--- src/rtl/timer_multi_sb_ctrl_if.sv ---
// Bus port bundle for the multi-channel system-bus timer.
// Signal names follow the peripheral-side direction (_i into the timer, _o out of it).
interface timer_multi_sb_ctrl_if;
  logic        req_i;
  logic        write_enable_i;
  logic [31:0] addr_i;
  logic [31:0] write_data_i;
  logic [31:0] read_data_o;
  logic        ready_o;

  modport master (output req_i, write_enable_i, addr_i, write_data_i,
                  input  read_data_o, ready_o);
  modport slave  (input  req_i, write_enable_i, addr_i, write_data_i,
                  output read_data_o, ready_o);
endinterface

--- src/rtl/timer_multi_sb_ctrl.sv ---
// Multi-channel system-bus timer: per-channel OFF/NTIMES/FOREVER delay counters,
// shared 64-bit free-running counter, W1C pending + mask into one level IRQ.

module timer_multi_sb_ch #(
  parameter int CNT_W = 32
) (
  input  logic             clk_i,
  input  logic             rst_i,
  input  logic             soft_rst,
  input  logic             wr_delay,
  input  logic             wr_mode,
  input  logic             wr_rep,
  input  logic [31:0]      wdata,
  output logic             evt,
  output logic [CNT_W-1:0] delay,
  output logic [1:0]       mode,
  output logic [CNT_W-1:0] rep,
  output logic [CNT_W-1:0] cur
);
  logic             run_q, run_d;
  logic [1:0]       mode_q, mode_d;
  logic [CNT_W-1:0] delay_q, delay_d, rep_q, rep_d, cur_q, cur_d;

  always_comb begin
    run_d   = run_q;
    mode_d  = mode_q;
    delay_d = delay_q;
    rep_d   = rep_q;
    cur_d   = cur_q;
    evt     = 1'b0;
    if (soft_rst) begin
      run_d   = 1'b0;
      mode_d  = 2'd0;
      delay_d = '0;
      rep_d   = '0;
      cur_d   = '0;
    end else if (wr_mode) begin
      // NTIMES with nothing left to count never starts; illegal codes mean OFF
      if ((wdata == 32'd1 && rep_q != '0) || wdata == 32'd2) begin
        run_d  = 1'b1;
        mode_d = wdata[1:0];
        cur_d  = '0;
      end else begin
        run_d  = 1'b0;
        mode_d = 2'd0;
      end
    end else if (wr_delay) begin
      delay_d = wdata[CNT_W-1:0];
      if (run_q) cur_d = '0;
    end else begin
      if (run_q && delay_q != '0) begin
        if (cur_q == delay_q - CNT_W'(1)) begin
          evt   = 1'b1;
          cur_d = '0;
          if (mode_q == 2'd1) begin
            if (rep_q <= CNT_W'(1)) begin
              rep_d  = '0;
              run_d  = 1'b0;
              mode_d = 2'd0;
            end else begin
              rep_d = rep_q - CNT_W'(1);
            end
          end
        end else begin
          cur_d = cur_q + CNT_W'(1);
        end
      end
      if (wr_rep) rep_d = wdata[CNT_W-1:0];
    end
  end

  always_ff @(posedge clk_i or negedge rst_i) begin
    if (!rst_i) begin
      run_q   <= 1'b0;
      mode_q  <= 2'd0;
      delay_q <= '0;
      rep_q   <= '0;
      cur_q   <= '0;
    end else begin
      run_q   <= run_d;
      mode_q  <= mode_d;
      delay_q <= delay_d;
      rep_q   <= rep_d;
      cur_q   <= cur_d;
    end
  end

  assign delay = delay_q;
  assign mode  = mode_q;
  assign rep   = rep_q;
  assign cur   = cur_q;
endmodule

module timer_multi_sb_ctrl #(
  parameter int CHANNELS = 4,
  parameter int CNT_W    = 32
) (
  input  logic                 clk_i,
  input  logic                 rst_i,
  timer_multi_sb_ctrl_if.slave bus,
  output logic                 interrupt_request_o
);
  logic                ready_q, ready_d;
  logic [31:0]         rdata_q, rdata_d, rd_val;
  logic [63:0]         sys_cnt_q, sys_cnt_d;
  logic [CHANNELS-1:0] pend_q, pend_d, mask_q, mask_d, evt;
  logic                accept, wr, soft_rst, in_ch;
  logic [31:0]         a, ch_idx;

  logic [CHANNELS-1:0][CNT_W-1:0] delay, rep, cur;
  logic [CHANNELS-1:0][1:0]       mode;

  // req_i is ignored during the ready pulse, so each transfer takes two cycles
  assign accept   = bus.req_i && !ready_q;
  assign wr       = accept && bus.write_enable_i;
  assign a        = bus.addr_i & ~32'h3;
  assign in_ch    = (a >= 32'h40) && (a < 32'h40 + 32'(CHANNELS) * 32'h10);
  assign ch_idx   = (a - 32'h40) >> 4;
  assign soft_rst = wr && a == 32'h24 && bus.write_data_i == 32'h1;

  for (genvar g = 0; g < CHANNELS; g++) begin : g_ch
    logic sel;
    assign sel = wr && in_ch && ch_idx == 32'(g);
    timer_multi_sb_ch #(.CNT_W(CNT_W)) u_ch (
      .clk_i    (clk_i),
      .rst_i    (rst_i),
      .soft_rst (soft_rst),
      .wr_delay (sel && a[3:2] == 2'd0),
      .wr_mode  (sel && a[3:2] == 2'd1),
      .wr_rep   (sel && a[3:2] == 2'd2),
      .wdata    (bus.write_data_i),
      .evt      (evt[g]),
      .delay    (delay[g]),
      .mode     (mode[g]),
      .rep      (rep[g]),
      .cur      (cur[g])
    );
  end

  always_comb begin
    rd_val = '0;
    case (a)
      32'h00:  rd_val = sys_cnt_q[31:0];
      32'h04:  rd_val = sys_cnt_q[63:32];
      32'h08:  rd_val = 32'(pend_q);
      32'h0C:  rd_val = 32'(mask_q);
      default: begin
        for (int n = 0; n < CHANNELS; n++) begin
          if (in_ch && ch_idx == 32'(n)) begin
            case (a[3:2])
              2'd0:    rd_val = 32'(delay[n]);
              2'd1:    rd_val = 32'(mode[n]);
              2'd2:    rd_val = 32'(rep[n]);
              default: rd_val = 32'(cur[n]);
            endcase
          end
        end
      end
    endcase
  end

  always_comb begin
    ready_d   = accept;
    rdata_d   = (accept && !bus.write_enable_i) ? rd_val : 32'h0;
    sys_cnt_d = sys_cnt_q + 64'd1;
    mask_d    = mask_q;
    pend_d    = pend_q;
    if (wr && a == 32'h0C) mask_d = bus.write_data_i[CHANNELS-1:0];
    if (wr && a == 32'h08) pend_d = pend_q & ~bus.write_data_i[CHANNELS-1:0];
    // OR-in after the clear so a same-cycle event survives W1C
    pend_d = pend_d | evt;
    if (soft_rst) begin
      mask_d = '0;
      pend_d = '0;
    end
  end

  always_ff @(posedge clk_i or negedge rst_i) begin
    if (!rst_i) begin
      ready_q   <= 1'b0;
      rdata_q   <= '0;
      sys_cnt_q <= '0;
      pend_q    <= '0;
      mask_q    <= '0;
    end else begin
      ready_q   <= ready_d;
      rdata_q   <= rdata_d;
      sys_cnt_q <= sys_cnt_d;
      pend_q    <= pend_d;
      mask_q    <= mask_d;
    end
  end

  assign bus.ready_o         = ready_q;
  assign bus.read_data_o     = rdata_q;
  assign interrupt_request_o = |(pend_q & mask_q);
endmodule
--- src/flat_wrapper.sv ---
// flat-port wrapper written by rule: the top's interface ports become plain ports
module timer_multi_sb_ctrl_flat 
#(
  parameter int CHANNELS = 4,
  parameter int CNT_W    = 32
)
  (clk_i, rst_i, interrupt_request_o, bus_req_i, bus_write_enable_i, bus_addr_i, bus_write_data_i, bus_read_data_o, bus_ready_o);
  timer_multi_sb_ctrl_if bus_i ();
  input  logic clk_i;
  input  logic rst_i;
  output logic interrupt_request_o;
  input wire logic [$bits(bus_i.req_i)-1:0] bus_req_i;
  input wire logic [$bits(bus_i.write_enable_i)-1:0] bus_write_enable_i;
  input wire logic [$bits(bus_i.addr_i)-1:0] bus_addr_i;
  input wire logic [$bits(bus_i.write_data_i)-1:0] bus_write_data_i;
  output wire logic [$bits(bus_i.read_data_o)-1:0] bus_read_data_o;
  output wire logic [$bits(bus_i.ready_o)-1:0] bus_ready_o;
  assign bus_i.req_i = bus_req_i;
  assign bus_i.write_enable_i = bus_write_enable_i;
  assign bus_i.addr_i = bus_addr_i;
  assign bus_i.write_data_i = bus_write_data_i;
  assign bus_read_data_o = bus_i.read_data_o;
  assign bus_ready_o = bus_i.ready_o;
  timer_multi_sb_ctrl #(.CHANNELS(CHANNELS), .CNT_W(CNT_W)) u_core (.clk_i(clk_i), .rst_i(rst_i), .bus(bus_i), .interrupt_request_o(interrupt_request_o));
endmodule
--- config.mk ---
export PLATFORM = sky130hd
export DESIGN_NAME = timer_multi_sb_ctrl_flat
export DESIGN_NICKNAME = d
export VERILOG_FILES = /design/src/rtl/timer_multi_sb_ctrl_if.sv /design/src/rtl/timer_multi_sb_ctrl.sv /design/src/flat_wrapper.sv
export SDC_FILE = /design/constraint.sdc
export NUM_CORES = 2
export LEC_CHECK = 0
export CAP_MARGIN = 30
export CORE_MARGIN = 3
export CORE_UTILIZATION = 30
export CTS_CLUSTER_DIAMETER = 100
export CTS_CLUSTER_SIZE = 16
export DETAILED_ROUTE_END_ITERATION = 12
export PLACE_DENSITY = 0.5
export SLEW_MARGIN = 20
export SYNTH_ARGS = -nofsm -noshare
export SYNTH_HDL_FRONTEND = slang
export SYNTH_SLANG_ARGS = --single-unit
export TNS_END_PERCENT = 5
--- constraint.sdc ---
create_clock -name clk_i -period 4.7 [get_ports clk_i]
set_clock_uncertainty 0.05 [all_clocks]
set_input_delay 0.94 -clock clk_i [delete_from_list [all_inputs] [get_ports clk_i]]
set_output_delay 0.94 -clock clk_i [all_outputs]
set_load 0.02 [all_outputs]
======== Word level (Yosys, flattened, before mapping) ========
Index checks and enable logic that the tools add are counted.
storage, ports and cells
  logic and storage cells ................. 366
  flip-flop bits (word level) ............. 501
  output and inout port bits .............. 34
operators by class
  add/sub/neg operators ................... 14
  multiplexer cells ....................... 170
  bitwise gates (word level) .............. 4
  reductions and logical operators ........ 108
  $lt $le $gt $ge ......................... 6
  eq/ne operators ......................... 39
operators with widths
  operator                 count
  $mux W32                 77
  $pmux W32 S3             4
  $reduce_bool A32 Y1      8
  $sub A32 B1 Y32 const B  8
  $add A32 B1 Y32 const B  4
  $eq A32 B32 Y1           4
  $le A32 B1 Y1 const B    4
  $pmux W32 S4             1
  $reduce_bool A3 Y1       28
  $add A64 B1 Y64 const B  1
  $logic_not A32 Y1        2
  $mux W2                  32
  $eq A30 B2 Y1 const B    2
  $eq A28 B2 Y1 const B    2
  $mux W1                  52
  $reduce_and A5 Y1        8
  $logic_and A1 B1 Y1      37
  $eq A32 B1 Y1 const B    1
  $eq A32 B2 Y1 const B    1
  $ge A32 B7 Y1 const B    1
  $lt A32 B8 Y1 const B    1
  $sub A32 B7 Y32 const B  1
  $eq A30 B1 Y1 const B    1
  $eq A30 B4 Y1 const B    1
  other kinds (21)         60

======== Logic depth before layout (Yosys ltp) ========
  depth after elaboration ................. 11
  gate-level depth with buffers ........... 15

======== Modules after synthesis ========
From an unflattened synthesis, not the netlist that was laid out.
second synthesis, totals
  cell total of the unflattened synthesis .. 4,254
  area, all modules ....................... 36,301.1 µm²
modules (own cells, without submodules)
  module               area an instance (µm²)  cells an instance  instances  seq. area each (µm²)
  timer_multi_sb_ch    6,969.2                 827                4          2,477.4
  timer_multi_sb_ctrl  8,424.3                 946                1          2,627.5

======== Worst setup path before layout ========
OpenSTA, ideal clock, no wires.
  path kind ............................... flip-flop to flip-flop
  from .................................... reg u_core.g_ch[3].u_ch.delay_q[0]
  to ...................................... reg u_core.g_ch[3].u_ch.rep_q[8]
  buffers on the path ..................... 3
  arrival ................................. 3.524 ns
  cell stages (with the launch flop) ...... 15
  path slack .............................. 0.996 ns
  cells stage by stage .................... dfrtp_1 clkbuf_1 inv_1 ha_1 clkbuf_1 nor4b_2 nand4_1 nor3_1 xnor2_1 or4b_1 nor4_1 nand2_1 buf_2 o32ai_1 a21oi_1
on the way
  longest elaborated chain between the ends .. 4
  elaborated cells on any way between the ends .. 7
  those cells by class .................... add/sub: 1; eq/ne: 1; reduce/logical: 5
RTL lines
  element                                                        RTL line                                              RTL
  start, declared                                                timer_multi_sb_ctrl.sv:22                             logic [CNT_W-1:0] delay_q, delay_d, rep_q, rep_d, cur_q, cur_d;
  start signal, assigned                                         timer_multi_sb_ctrl.sv:82                             delay_q <= delay_d;
  $sub A32 B1 Y32 / $reduce_bool A32 Y1 (equally long branches)  timer_multi_sb_ctrl.sv:52, timer_multi_sb_ctrl.sv:51
  $eq A32 B32 Y1 / $logic_and A1 B1 Y1 (equally long branches)   timer_multi_sb_ctrl.sv:52, timer_multi_sb_ctrl.sv:51
  $reduce_bool A3 Y1 (no line)                                   --
  $reduce_and A5 Y1 (no line) (*)                                --
  end signal, assigned                                           timer_multi_sb_ctrl.sv:83                             rep_q <= rep_d;
  end, declared                                                  timer_multi_sb_ctrl.sv:22
Mark *: on every way between the ends. The rest lies on a longest branch, timed or not.
A chain may end at the register's enable or synchronous reset.

======== Final worst setup path ========
  from .................................... reg u_core.g_ch[1].u_ch.delay_q[1]
  to ...................................... reg u_core.g_ch[1].u_ch.rep_q[28]
on the way
  longest elaborated chain between the ends .. 4
  elaborated cells on any way between the ends .. 7
  those cells by class .................... add/sub: 1; eq/ne: 1; reduce/logical: 5
RTL lines
  element                                                        RTL line
  start, declared                                                timer_multi_sb_ctrl.sv:22
  start signal, assigned                                         timer_multi_sb_ctrl.sv:82
  $sub A32 B1 Y32 / $reduce_bool A32 Y1 (equally long branches)  timer_multi_sb_ctrl.sv:52, timer_multi_sb_ctrl.sv:51
  $eq A32 B32 Y1 / $logic_and A1 B1 Y1 (equally long branches)   timer_multi_sb_ctrl.sv:52, timer_multi_sb_ctrl.sv:51
  $reduce_bool A3 Y1 (no line)                                   --
  $reduce_and A5 Y1 (no line) (*)                                --
  end signal, assigned                                           timer_multi_sb_ctrl.sv:83
  end, declared                                                  timer_multi_sb_ctrl.sv:22
Marks and branches as above.

==> run metrics <==
clk_lat worst skew=about 0.64 ns; Slew HR=0.323; die height=353 um; leakage=17.4 nW; GRT Resource Usage Total=0.249; # port buffers=between 90 and 100; register area share after synthesis=0.348; worst slew pin tran=1.01 ns; Comb pwr share=0.068; initial antenna violation count=8; Final setup viols=0; synthesized instance count=between 4000 and 5000; synthesized area=~36000 sq um; leading cell type in the layout, fill and taps excluded=dfrtp_1; Area Overhead vs Synth=14.9%; Initial Util=0.304; PwrDens=200 nW/um^2; minimum clock period=approximately 4.4 ns; switching power=roughly 2.2 mW; Final nets=4535; WL final=160 mm; die width=roughly 350 um; first-pass GRT wire length=234 mm; PostCTS Resize Cnt=0; crit path cell chain=or4_1 -> buf_4 -> nor4_1 -> nand3_1 -> mux2_2 -> a22oi_1 -> nand4_1 -> nor3_2 -> buf_4 -> o22ai_1 -> o21ai_0; CP endpoint kind=flop; DRC viols=0; CTS tree=built; GRT overflow=0; number of max-cap violations=0; Slowest-stage cell, CP=or4_1; #FFs+latches synth=501; hpwl dp=117 mm; Max Fanout on Critical Path=7; register share of total power=0.520; cell mode on critical path=buf_4; GPL Wtd Cong=slightly above 1; max-slew violations=0; Rows=around 130; largest net degree at the start of global routing=between 80 and 90; Setup Crit Path Kind=flop to flop; share of cells above drive strength 1=0.130; most frequent cells in the layout=501 x dfrtp_1, 497 x nand2_1, 351 x o21ai_0; vias per cell=5.91; Worst path depth=11; RSZ-0062 raised after global routing=false; hold_ws=about 0.27 ns; startpoint types=flop; Final Cell Area=just over 40000 sq um; P_int=6.06 mW; syn_nets=between 4000 and 5000; Longest Clk Path Bufs=3; setup slack, reg-to-reg=between 0.3 and 0.4 ns; Yosys cell types=94; Initial DRC Count=between 4000 and 5000; Data required, critical path=approximately 5.2 ns; Clk pwr share=0.412; Routed WL per cell=roughly 26 um; clk sink count=roughly 500; num ports=just over 100; ANT nets after route=0; TritonCTS buffer count=39; Crit path max-delay family=simple AND/OR/NAND/NOR gates; clk root buf=clkbuf_16; routed vias=about 36000; Worst R2R End=u_core.g_ch[1].u_ch.rep[28]; Syn. warnings=0; CP peak stage delay=about 0.66 ns; status=finished clean; Max Freq=about 0.23 GHz; Max rail drop VDD=~230 uV; Post-CTS Setup Bufs=0; full die area=roughly 120000 sq um; Tcrit/Tclk final=0.936; vias in the first global route=33400; Hold Vio Cnt, Final=0; worst r2r src=u_core.g_ch[1].u_ch.delay[1]; CP bufs+invs=2; setup_tns=0 ns; top_reg_cell synth=dfrtp_1; Avg Cell Area, Syn=8.21 sq um; ys async rst share=1.00; Reg clk slew, reported paths=0.08 ns; DRT Pass-1 Iters=6; H-tree level count=2; Net Sw Frac=0.270; hold-fix buffer count after cts=0; worst hold path class=primary input to asynchronous set/reset pin; number of synthesized flops with an enable pin=0; Core ar.=119000 sq um; reg2reg path depth=11; post-place instance area=slightly above 40000 sq um; worst path arrival time=about 5 ns
## logic make-up after synthesis
kind of cell,count (synthesis),synth area share
xor+xnor,273,0.0664
simple gates,1804,0.257
fa+ha+maj,20,0.00695
mux,192,0.0623
compound gates,1169,0.212
buf+inv,428,0.0467
flops,501,0.348
## state kept, by name (all words and copies together), names as in the netlist
name,flops
u_core.mask_q,4
u_core.g_ch.u_ch.run_q,4
u_core.bus.ready_o,1
u_core.pend_q,4
u_core.g_ch.u_ch.mode,8
u_core.g_ch.u_ch.cur,128
u_core.bus.read_data_o,32
u_core.g_ch.u_ch.rep,128
u_core.g_ch.u_ch.delay,128
u_core.sys_cnt_q,64
## cells in the mapped netlist, types with 41 or more instances
cell	instances	area [sq um]
a21o_1	64	480
a21oi_1	124	621
a22o_1	78	683
a22oi_1	120	901
and3_1	75	469
clkbuf_1	316	1190
dfrtp_1	501	12500
inv_1	47	176
mux2_2	139	1570
mux2i_1	41	410
nand2_1	497	1870
nand3_1	212	1060
nand4_1	86	538
nor2_1	274	1030
nor2b_1	50	313
nor3_1	166	831
nor4_1	99	619
o21ai_0	351	1760
o21ai_1	67	335
o22ai_1	86	538
or3_1	84	526
xnor2_1	180	1580
xor2_1	93	815
## worst reg2reg max path: stages, from the launching register on
cell and delay (ns):
dfrtp_1 0.49, or4_1 0.66, buf_4 0.23, nor4_1 0.57, nand3_1 0.23, mux2_2 0.35
a22oi_1 0.18, nand4_1 0.46, nor3_2 0.61, buf_4 0.26, o22ai_1 0.08, o21ai_0 0.15
## final cells by class
cell class / instances / area [sq um]
Antenna cell: 1 / 2.50
Multi-Input combinational cell: 3458 / 21900
Inverter: 47 / 176
Clock inverter: 11 / 106
Timing Repair Buffer: 400 / 3630
Clock buffer: 42 / 997
Tap cell: 1600 / 2000
Fill cell: 12500 / 77200
Sequential cell: 501 / 12500
## worst max path at each step
| stage | end | slack [ns] | start |
|---|---|---|---|
| detailed placement | u_core.g_ch[2].u_ch.cur[15] | 0.08 | bus_addr_i[13] |
| global placement | u_core.g_ch[2].u_ch.rep[7] | 0.004 | bus_addr_i[7] |
| finish | u_core.g_ch[1].u_ch.rep[28] | 0.30 | u_core.g_ch[1].u_ch.delay[1] |
| CTS | u_core.g_ch[1].u_ch.cur[23] | 0.33 | u_core.g_ch[1].u_ch.delay[1] |
| floorplan | u_core.g_ch[3].u_ch.rep[8] | 1.0 | u_core.g_ch[3].u_ch.delay[0] |
| global route | u_core.g_ch[1].u_ch.rep[25] | 0.05 | u_core.g_ch[1].u_ch.delay[1] |
## power by group through the flow
stage	clock network [mW]	registers, mW	logic [mW]
2_1_floorplan	0	4.40	0.178
3_3_place_gp	0	4.40	0.563
6_report	3.42	4.31	0.565
3_5_place_dp	0	4.40	0.560
5_1_grt	3.64	4.31	0.588
4_1_cts	3.51	4.31	0.561
## stage by stage
stage | setup slack, ns | utilization | power [mW] | instances
floorplan | 0.996 | - | 4.58 | 4387
global placement | 0.00445 | 0.340 | 4.96 | 6003
detailed placement | 0.0813 | 0.340 | 4.96 | 6005
CTS | 0.329 | 0.349 | 8.38 | 6058
global route | 0.0513 | 0.349 | 8.54 | 6059
finish | 0.300 | 0.349 | 8.30 | 6060
## metal layers
layer	GRT usage	wire, um
met5	0	41
met4	0.118	8660
met3	0.0516	13400
met2	0.365	66900
met1	0.348	70900
No activity file was read; power rests on OpenSTA's default activity.
